--- config.mk ---
export PLATFORM = sky130hd
export DESIGN_NAME = button_conditioner
export DESIGN_NICKNAME = d
export VERILOG_FILES = /design/src/rtl/button_conditioner.sv
export SDC_FILE = /design/constraint.sdc
export NUM_CORES = 1
export LEC_CHECK = 0
export CAP_MARGIN = 0
export CORE_ASPECT_RATIO = 2
export CORE_MARGIN = 8
export CORE_UTILIZATION = 45
export DETAILED_ROUTE_END_ITERATION = 8
export DONT_BUFFER_PORTS = 1
export GPL_ROUTABILITY_DRIVEN = 0
export GPL_TIMING_DRIVEN = 1
export PLACE_DENSITY = 0.67
export SLEW_MARGIN = 20
export SYNTH_ARGS = -nofsm -noshare
export SYNTH_HDL_FRONTEND = slang
export SYNTH_SLANG_ARGS = --single-unit
--- constraint.sdc ---
create_clock -name clk_in -period 2.95 [get_ports clk_in]
set_input_delay 0.59 -clock clk_in [delete_from_list [all_inputs] [get_ports clk_in]]
set_output_delay 0.59 -clock clk_in [all_outputs]
set_load 0.1 [all_outputs]
--- src/rtl/button_conditioner.sv ---
// Push-button front end: two-flop synchronizer, debounce filter, and a
// hold/auto-repeat sequencer driving registered level/press/release/repeat outputs.
module button_conditioner #(
  parameter int unsigned DEBOUNCE_CYCLES = 4,
  parameter int unsigned HOLD_CYCLES     = 8,
  parameter int unsigned REPEAT_CYCLES   = 3
) (
  input  logic clk_in,
  input  logic rst_in,
  input  logic dirty_in,
  output logic level_out,
  output logic press_out,
  output logic release_out,
  output logic repeat_out
);

  localparam logic [15:0] DebLast  = 16'(DEBOUNCE_CYCLES - 1);
  localparam logic [23:0] HoldLast = 24'(HOLD_CYCLES - 1);
  localparam logic [23:0] RepLast  = 24'(REPEAT_CYCLES - 1);

  typedef enum logic [1:0] {
    UP,
    HOLD,
    REPEAT
  } holdState_e;

  logic        sync1_q;
  logic        sync2_q;
  logic        level_q;
  logic        level_d;
  logic        press_q;
  logic        press_d;
  logic        release_q;
  logic        release_d;
  logic        repeat_q;
  logic [15:0] debCnt_q;
  logic [15:0] debCnt_d;
  logic [23:0] holdCnt_q;
  holdState_e  state_q;

  // A change is accepted on the cycle its deviation has persisted DEBOUNCE_CYCLES times.
  always_comb begin
    debCnt_d  = debCnt_q;
    level_d   = level_q;
    press_d   = 1'b0;
    release_d = 1'b0;
    if (sync2_q == level_q) begin
      debCnt_d = '0;
    end else if (debCnt_q == DebLast) begin
      debCnt_d  = '0;
      level_d   = ~level_q;
      press_d   = ~level_q;
      release_d = level_q;
    end else begin
      debCnt_d = debCnt_q + 16'd1;
    end
  end

  always_ff @(posedge clk_in) begin
    if (!rst_in) begin
      sync1_q   <= 1'b0;
      sync2_q   <= 1'b0;
      debCnt_q  <= '0;
      level_q   <= 1'b0;
      press_q   <= 1'b0;
      release_q <= 1'b0;
    end else begin
      sync1_q   <= dirty_in;
      sync2_q   <= sync1_q;
      debCnt_q  <= debCnt_d;
      level_q   <= level_d;
      press_q   <= press_d;
      release_q <= release_d;
    end
  end

  // The counter reloads on every repeat so REPEAT_CYCLES=1 yields a solid high.
  always_ff @(posedge clk_in) begin
    if (!rst_in) begin
      state_q   <= UP;
      holdCnt_q <= '0;
      repeat_q  <= 1'b0;
    end else begin
      repeat_q <= 1'b0;
      if (release_d) begin
        state_q   <= UP;
        holdCnt_q <= '0;
      end else begin
        case (state_q)
          UP: begin
            holdCnt_q <= '0;
            if (press_d) begin
              state_q <= HOLD;
            end
          end
          HOLD: begin
            if (holdCnt_q == HoldLast) begin
              state_q   <= REPEAT;
              holdCnt_q <= '0;
              repeat_q  <= 1'b1;
            end else begin
              holdCnt_q <= holdCnt_q + 24'd1;
            end
          end
          REPEAT: begin
            if (holdCnt_q == RepLast) begin
              holdCnt_q <= '0;
              repeat_q  <= 1'b1;
            end else begin
              holdCnt_q <= holdCnt_q + 24'd1;
            end
          end
          default: begin
            state_q   <= UP;
            holdCnt_q <= '0;
          end
        endcase
      end
    end
  end

  assign level_out   = level_q;
  assign press_out   = press_q;
  assign release_out = release_q;
  assign repeat_out  = repeat_q;

endmodule

# Yosys cells after proc, flatten, opt, wreduce, memory -nomap -nowiden

Cells that the tools add are included.

Register bits after elaboration: 48
Input bits: 3
Output and inout bits: 4

Add/subtract/negate cells: 2
Eq/ne operators: 8
Multiplexer cells: 13
Bitwise operators: 4
Reduce and logical (&&, ||, !) cells: 5

Operators by type and width:

| operator                | number |
|---|---|
| $mux W24                | 2 |
| $pmux W24 S2            | 1 |
| $add A24 B1 Y24 const B | 1 |
| $eq A24 B2 Y1 const B   | 1 |
| $eq A24 B3 Y1 const B   | 1 |
| $add A16 B1 Y16 const B | 1 |
| $eq A16 B2 Y1 const B   | 1 |
| $mux W1                 | 6 |
| $pmux W2 S3             | 1 |
| $mux W2                 | 2 |
| $ne A2 B2 Y1 const B    | 2 |
| $not A1 Y1              | 4 |
| $reduce_and A3 Y1       | 1 |
| $reduce_or A3 Y1        | 1 |
| $eq A2 B1 Y1 const B    | 1 |
| $eq A2 B2 Y1 const B    | 1 |
| $logic_not A2 Y1        | 1 |
| $pmux W1 S2             | 1 |
| $reduce_and A2 Y1       | 1 |
| $reduce_or A2 Y1        | 1 |
| $eq A1 B1 Y1            | 1 |

# Logic depth before layout (Yosys ltp)

Gate-level depths: netlist (run 1).

Depth after elaboration: 5
Gate-level depth with buffers: 7

# Worst setup path after synthesis (run 1)

Ideal clock, no wire load.

Path kind: register to register
Start: register holdCnt_q[15]
End: register holdCnt_q[23]
Setup time: 0.115 ns
Data arrival time: 1.948 ns
Required time: 2.835 ns
Slack: 0.888 ns
Cell stages (with the launch flop): 7
Cells stage by stage: dfxtp_1 > or4_4 > or3b_1 > o31a_1 > o211ai_4 > buf_6 > nor2_1

Cells in the longest elaborated chain, start to end: 3
Elaborated cells between the ends (all ways): 6

Ends and longest elaborated chain:

| item                                          | RTL line | RTL |
|---|---|---|
| start: declaration                            | 38       | `logic [23:0] holdCnt_q;` |
| start signal: assignment                      | 102      | `holdCnt_q <= holdCnt_q + 24'd1;` |
| start signal: assignment                      | 110      | `holdCnt_q <= holdCnt_q + 24'd1;` |
| $add A24 B1 Y24, or another cell as far along | 102, 110 |  |
| $mux W24, on equally long branches            | 106, 97  |  |
| $pmux W24 S2 (*)                              | 89       | `case (state_q)` |

Every way passes the cells marked *; elsewhere a longest branch is shown, timed or not.
A chain may end at the register's enable or synchronous reset.

# Worst setup path after layout (run 1)

Start: register holdCnt_q[15]
End: register holdCnt_q[22]

Same word-level chain as after synthesis.

==> summary.txt, run 1 <==
Power and ir drop
  • Lkg Pwr: 0.716 nW
  • Total power: 1.16 mW
  • Switching component of the power: 0.214 mW
  • Cell internal power dissipation: 0.950 mW
  • Part of the power in combinational logic: 0.6%
  • Clock share of power: 43.6%
  • Ratio of total power to cell area: 495 nW/um2
  • Peak supply drop: 479 uV
  • Net switching fraction of the power: 18.4%
  • Register share of total power: 55.8%

STA
  • Final critical-path required period: 2.36 ns
  • Max-slew violation count: 0
  • Final setup violation count: 0
  • Final hold violation count: 0
  • Max transition margin: 37.6%
  • Highest clock frequency the design can meet: 424 MHz
  • Share of the clock period used by the worst path: 80.0%
  • Final Skew: 0.00255 ns
  • Accumulated negative setup slack: 0 ns
  • Pin slew with the least headroom to its limit: 0.934 ns
  • Unrepaired setup endpoints after global routing: no

CTS
  • Number of instances resized during post-cts repair: 0
  • Count of hold-fix buffers inserted at cts: 0
  • Clock-pin slew on the worst setup and hold paths: 0.08 ns
  • Clock buffer count from CTS: 5
  • Num Clock Sinks: 48
  • Source-to-sink clock delay at the later pin of the worst-skew pair: 0.29 ns
  • Post-CTS setup repair buffer count: 0
  • TritonCTS clock tree: done
  • Root buffer selected by CTS: sky130_fd_sc_hd__clkbuf_8
  • Clk buf depth: 2
  • Depth of the CTS H-tree: 2

Detailed routing
  • First drt pass iteration count: 4
  • Total Routed Length: 3770 um
  • Count of nets left with antenna violations after detail routing: 0
  • Vias: 1645
  • Drt first-iter violations: 85
  • DRC violations left: 0
  • Detail-routed via count per cell: 5.27
  • Post-detailed-route wirelength per cell: 12.1 um

Logic synthesis
  • Number of flip-flops and latches in the synthesized netlist: 48
  • Distinct cell type count of the synthesized netlist: 35
  • Yosys top cell area share: 44.0%
  • Share of synthesized area occupied by flip-flops and latches: 44.0%
  • Gate count after technology mapping: 252
  • Top FF cell, synth: sky130_fd_sc_hd__dfxtp_1
  • Number of nets produced by synthesis: 261
  • Per-instance average area after synthesis: 8.66 um2
  • Warnings from Yosys: 0
  • Cell area after synthesis: 2180 um2
  • Asr flop ratio synth: 0%
  • EDFF count, synth: 0
  • Synth area leaders: sky130_fd_sc_hd__dfxtp_1, sky130_fd_sc_hd__xnor2_1, sky130_fd_sc_hd__nor2_1, sky130_fd_sc_hd__xor2_1, sky130_fd_sc_hd__nand3_1
  • Leading area contributor after synthesis: sky130_fd_sc_hd__dfxtp_1

Cells and area
  • Area growth, synth to finish: 7.68%
  • Antenna diodes: 0
  • Final Instance Area: 2350 um2
  • Fin util: 49.2%
  • Fin cells: 312
  • Nets@finish: 263
  • Proportion of layout cells with a drive suffix above 1: 5.10%

Floorplanning
  • Horiz. Die Dim: 65.3 um
  • Die height: 115 um
  • Placeable core region: 4770 um2
  • Effective utilization at floorplan: 45.7%
  • Std-Cell Rows: 36
  • Count of boundary I/O pins: 7
  • Die footprint: 7470 um2

Worst setup path
  • Crit-path max cell delay: 0.55 ns
  • Endpoint class of the critical path: flop
  • Crit Path Class: flop to flop
  • Startpoint type of the worst setup path: flop
  • Sequence of cells on the critical path: or4_4 > or3b_1 > o31a_1 > o211ai_4 > nor2_1
  • Required time of the critical path: 3.11 ns
  • Worst-path fanout max: 24
  • Slowest cell on the critical path: sky130_fd_sc_hd__or4_4
  • Data arrival at the endpoint of the critical path: 2.52 ns

Global routing
  • Remaining global-route overflow: 0
  • All-Layer GR Usage: 11.0%
  • Largest net degree at the start of global routing: 25
  • Wire length of the first global-routing pass: 6770 um
  • Vias in the first global route: 1596
  • Antenna violations before repair: 0

Placement
  • Placed inst area: 2220 um2
  • Placed Instances: 304
  • Placed wire-length estimate after detailed placement: 2630 um
  • Number of port buffers: 0

Outcome
  • Outcome: complete, no violations

Worst hold path
  • Class of the worst hold path: input pin to flop

Job
  • Maximum Capacitance Violations: 0
-- final cells by class --
class | instances | area, um2
timing repair buffer | 1 | 7.51
multi-input combinational | 186 | 1140
clock buffer | 7 | 96.3
tap | 57 | 71.3
fill | 476 | 2420
clock inverter | 1 | 30.0
inverter | 12 | 45.0
sequential | 48 | 961
-- routing by layer --
layer  vias to the layer above  share of wire [%]  GRT usage, %
met5                         -                  0             0
met4                         0                2.1          5.43
met3                        11                2.9          2.45
met2                        19                 47          17.5
met1                       750                 48          13.3
li1                        865                  -             -
-- synth_stat cells, types with 6 or more instances --
master                    number
sky130_fd_sc_hd__nand2_1      12
sky130_fd_sc_hd__o21ai_0       7
sky130_fd_sc_hd__ha_1          6
sky130_fd_sc_hd__nor4_1        7
sky130_fd_sc_hd__nand4_1      10
sky130_fd_sc_hd__inv_1        12
sky130_fd_sc_hd__xor2_1       10
sky130_fd_sc_hd__nor3_1       11
sky130_fd_sc_hd__nor2_1       49
sky130_fd_sc_hd__xnor2_1      23
sky130_fd_sc_hd__nand3_1      16
sky130_fd_sc_hd__dfxtp_1      48
-- worst max-delay path: cells and delay by family (launching register included) --
family           cells  cell delay [ns]
AO/OA/AOI/OAI        2             0.82
flip-flops           1             0.36
AND/OR/NAND/NOR      3             1.04
-- state kept, by name, indices dropped and copies added, names as in the netlist --
signal       flops
holdCnt_q       24
debCnt_q        16
state_q          2
level_out        1
press_out        1
release_out      1
repeat_out       1
sync1_q          1
sync2_q          1
-- power by group through the flow --
stage	Sequential (mW)	Clock (mW)	Combinational, mW
after floorplan	0.665	0	0.00567
after global placement	0.665	0	0.00661
after detailed placement	0.665	0	0.00684
after CTS	0.650	0.521	0.00687
after global routing	0.650	0.548	0.00766
final	0.650	0.507	0.00672
-- worst paths after layout --
| check | startpoint | slack (ns) | depth (start not counted) | end |
|---|---|---|---|---|
| hold reg to reg | sync1_q$_SDFF_PN0_ | 0.45 | 1 | sync2_q$_SDFF_PN0_ |
| setup / recovery | holdCnt_q[15]$_SDFF_PP0_ | 0.59 | 5 | holdCnt_q[22]$_SDFF_PP0_ |
| hold / removal | rst_in | 0.41 | 1 | sync2_q$_SDFF_PN0_ |
| setup reg to reg | holdCnt_q[15]$_SDFF_PP0_ | 0.59 | 5 | holdCnt_q[22]$_SDFF_PP0_ |
-- logic make-up after synthesis --
group           synth area share (%)
simple gates                    28.8
flops                           44.0
xor+xnor                        13.2
fa+ha+maj                       3.44
compound gates                  6.30
buf+inv                         3.78
mux                            0.458
-- cells in the final DEF (no fill, tap or decap), drive strengths merged, types with 2 or more instances in the layout --
cell type / n
ha: 6
nand3: 16
nor4b: 2
nor2: 49
nor4: 7
nand2: 12
o21ai: 7
nand2b: 2
and2: 2
and3: 4
or4: 2
a211oi: 2
nand4: 10
inv: 12
dfxtp: 48
xnor2: 23
clkbuf: 7
and4: 2
xor2: 10
a21oi: 4
or3: 4
nor3: 11
-- metrics by stage --
step	hold WS (ns)	setup slack (ns)
after detailed placement	0.434	0.576
after floorplan	0.412	0.888
after global routing	0.397	0.437
after CTS	0.409	0.565
after global placement	0.422	0.620
final	0.413	0.591
Note: power is estimated with default switching activity, not from simulation.
==> run 2, diff against run 1 <==
Clock period 2.95 ns to 2.2 ns, I/O delays scaled along.
==> summary.txt, run 2 (same netlist as run 1, synthesis figures left out) <==
CTS
  • Root buffer selected by CTS: sky130_fd_sc_hd__clkbuf_8
  • Clock buffer count from CTS: 5 (unchanged)
  • Post-CTS setup repair buffer count: 0 (unchanged)
  • Source-to-sink clock delay at the later pin of the worst-skew pair: 0.30 ns (about the same)
  • Count of hold-fix buffers inserted at cts: 0 (unchanged)
  • Num Clock Sinks: 48 (unchanged)
  • TritonCTS clock tree: done
  • Depth of the CTS H-tree: 2 (unchanged)
  • Clock-pin slew on the worst setup and hold paths: 0.08 ns (about the same)
  • Clk buf depth: 2 (unchanged)

Detailed routing
  • Vias: 1719 (+4.5%)
  • Total Routed Length: 3850 um (+2.1%)
  • DRC violations left: 0 (unchanged)
  • Detail-routed via count per cell: 5.41 (+2.5%)
  • First drt pass iteration count: 4 (unchanged)
  • Drt first-iter violations: 130 (+53%)
  • Post-detailed-route wirelength per cell: 12.1 um (+0.19%)
  • Count of nets left with antenna violations after detail routing: 0 (unchanged)

Placement
  • Worst setup timing slack at the placement stage: 0.0815 ns (-0.495 ns)
  • Number of port buffers: 0 (unchanged)
  • Placed wire-length estimate after detailed placement: 2740 um (+4.2%)
  • Placed inst area: 2270 um2 (+2.0%)

STA
  • Final Worst Setup Slack: 0.0909 ns (-0.500 ns)
  • Max-slew violation count: 0 (unchanged)
  • Highest clock frequency the design can meet: 474 MHz (+12%)
  • Final hold violation count: 0 (unchanged)
  • Share of the clock period used by the worst path: 95.9% (+16 points)
  • Max transition margin: 59.8% (+22 points)
  • Final critical-path required period: 2.11 ns (-0.250 ns)
  • Final setup violation count: 0 (unchanged)
  • Pin slew with the least headroom to its limit: 0.598 ns (-0.336 ns)
  • Final Skew: 0.00547 ns (+0.00293 ns)

Cells and area
  • Antenna diodes: 0 (unchanged)
  • Proportion of layout cells with a drive suffix above 1: 7.28% (+2.2 points)
  • Area growth, synth to finish: 9.46%
  • Most common cell after layout, fill and taps aside: sky130_fd_sc_hd__nor2_1
  • Largest register by flop count: holdCnt_q
  • Final Instance Area: 2390 um2 (+1.6%)
  • Nets@finish: 269 (+2.3%)
  • Most frequent cells in the layout: sky130_fd_sc_hd__nor2_1, sky130_fd_sc_hd__dfxtp_1, sky130_fd_sc_hd__xnor2_1
  • Fin util: 50.1% (+0.81 points)
  • Max reg flops: 24 (unchanged)
  • Largest registers: holdCnt_q (24), debCnt_q (16), state_q (2)

Global routing
  • Antenna violations before repair: 0 (unchanged)
  • Largest net degree at the start of global routing: 17 (-32%)
  • All-Layer GR Usage: 11.2% (+0.22 points)
  • Remaining global-route overflow: 0 (unchanged)
  • Wire length of the first global-routing pass: 6800 um (+0.41%)
  • Vias in the first global route: 1604 (+0.50%)

Floorplanning
  • Horiz. Die Dim: 65.3 um (unchanged)
  • Count of boundary I/O pins: 7 (unchanged)
  • Effective utilization at floorplan: 45.7% (unchanged)
  • Placeable core region: 4770 um2 (unchanged)
  • Std-Cell Rows: 36 (unchanged)
  • Die footprint: 7470 um2 (unchanged)
  • Die height: 115 um (unchanged)

Power and ir drop
  • Peak supply drop: 499 uV (+4.1%)
  • Ratio of total power to cell area: 628 nW/um2 (+27%)
  • Lkg Pwr: 0.742 nW (+3.7%)

Worst hold path
  • Class of the worst hold path: input pin to flop

Worst setup path
  • Worst-path fanout max: 11 (-54%)
  • Data arrival at the endpoint of the critical path: 2.31 ns (-0.21 ns)
  • Required time of the critical path: 2.40 ns (-0.71 ns)
  • Startpoint type of the worst setup path: flop
  • Endpoint class of the critical path: flop
  • Crit Path Class: flop to flop

Outcome
  • Outcome: complete, no violations

Job
  • Maximum Capacitance Violations: 0 (unchanged)
==> run 2: cell count changes in the layout (fill, tap and decap cells not counted) <==
cell | before | now
sky130_fd_sc_hd__buf_4 | 1 | 5
sky130_fd_sc_hd__buf_6 | 0 | 1
sky130_fd_sc_hd__buf_8 | 0 | 1
sky130_fd_sc_hd__clkbuf_1 | 0 | 1
sky130_fd_sc_hd__clkbuf_8 | 7 | 5
sky130_fd_sc_hd__clkinv_2 | 0 | 1
sky130_fd_sc_hd__dfxtp_1 | 48 | 47
sky130_fd_sc_hd__dfxtp_2 | 0 | 1
==> run 2: critical path, stage by stage (launching register included) <==
cell and delay, ns:
sky130_fd_sc_hd__dfxtp_2 0.34, sky130_fd_sc_hd__or4_4 0.56, sky130_fd_sc_hd__or3b_1 0.38, sky130_fd_sc_hd__o31a_1 0.28, sky130_fd_sc_hd__o211ai_4 0.22, sky130_fd_sc_hd__buf_6 0.17, sky130_fd_sc_hd__nor2_1 0.05
==> run 2: metrics by stage <==
step | cells | power [mW] | TNS [ns] | hold slack, ns
floorplan | 252 | 0.899 | 0 | 0.412
global placement | 310 | 0.901 | 0 | 0.420
detailed placement | 310 | 0.901 | 0 | 0.436
CTS | 318 | 1.52 | 0 | 0.245
global route | 318 | 1.55 | -0.00798 | 0.241
finish | 318 | 1.50 | 0 | 0.254
==> run 2: where the power goes <==
part	internal, mW	leakage [nW]	switching [mW]
Combinational	0.00343	0.300	0.00545
Clock	0.337	0.0552	0.283
Sequential	0.870	0.387	0.00129
Total	1.21	0.742	0.290
==> run 2: worst paths after layout <==
kind,slack [ns],to,cells past startpoint,startpoint
setup / recovery,0.09,holdCnt_q[8]$_SDFF_PP0_,6,holdCnt_q[12]$_SDFF_PP0_
hold / removal,0.25,sync1_q$_SDFF_PN0_,1,rst_in
setup reg to reg,0.09,holdCnt_q[8]$_SDFF_PP0_,6,holdCnt_q[12]$_SDFF_PP0_
hold reg to reg,0.45,sync2_q$_SDFF_PN0_,1,sync1_q$_SDFF_PN0_
==> run 2: final cells by class <==
cell class | instances | area, um2
Clock buffer | 6 | 72.6
Clock inverter | 2 | 35.0
Fill cell | 473 | 2380
Inverter | 12 | 45.0
Multi-Input combinational cell | 186 | 1140
Sequential cell | 48 | 962
Tap cell | 57 | 71.3
Timing Repair Buffer | 7 | 63.8
==> run 2: layer usage <==
metal / global-route usage (%) / wire, um
met2: 16.9 / 1800
met5: 0 / 0
met3: 3.43 / 202
met4: 6.45 / 67
met1: 13.5 / 1790
==> run 2: timing repair <==
| action | CTS | global route |
|---|---|---|
| hold endpoints to repair | 0 | 0 |
| resized for setup | 0 | 4 |
| setup endpoints to repair | 0 | 22 |
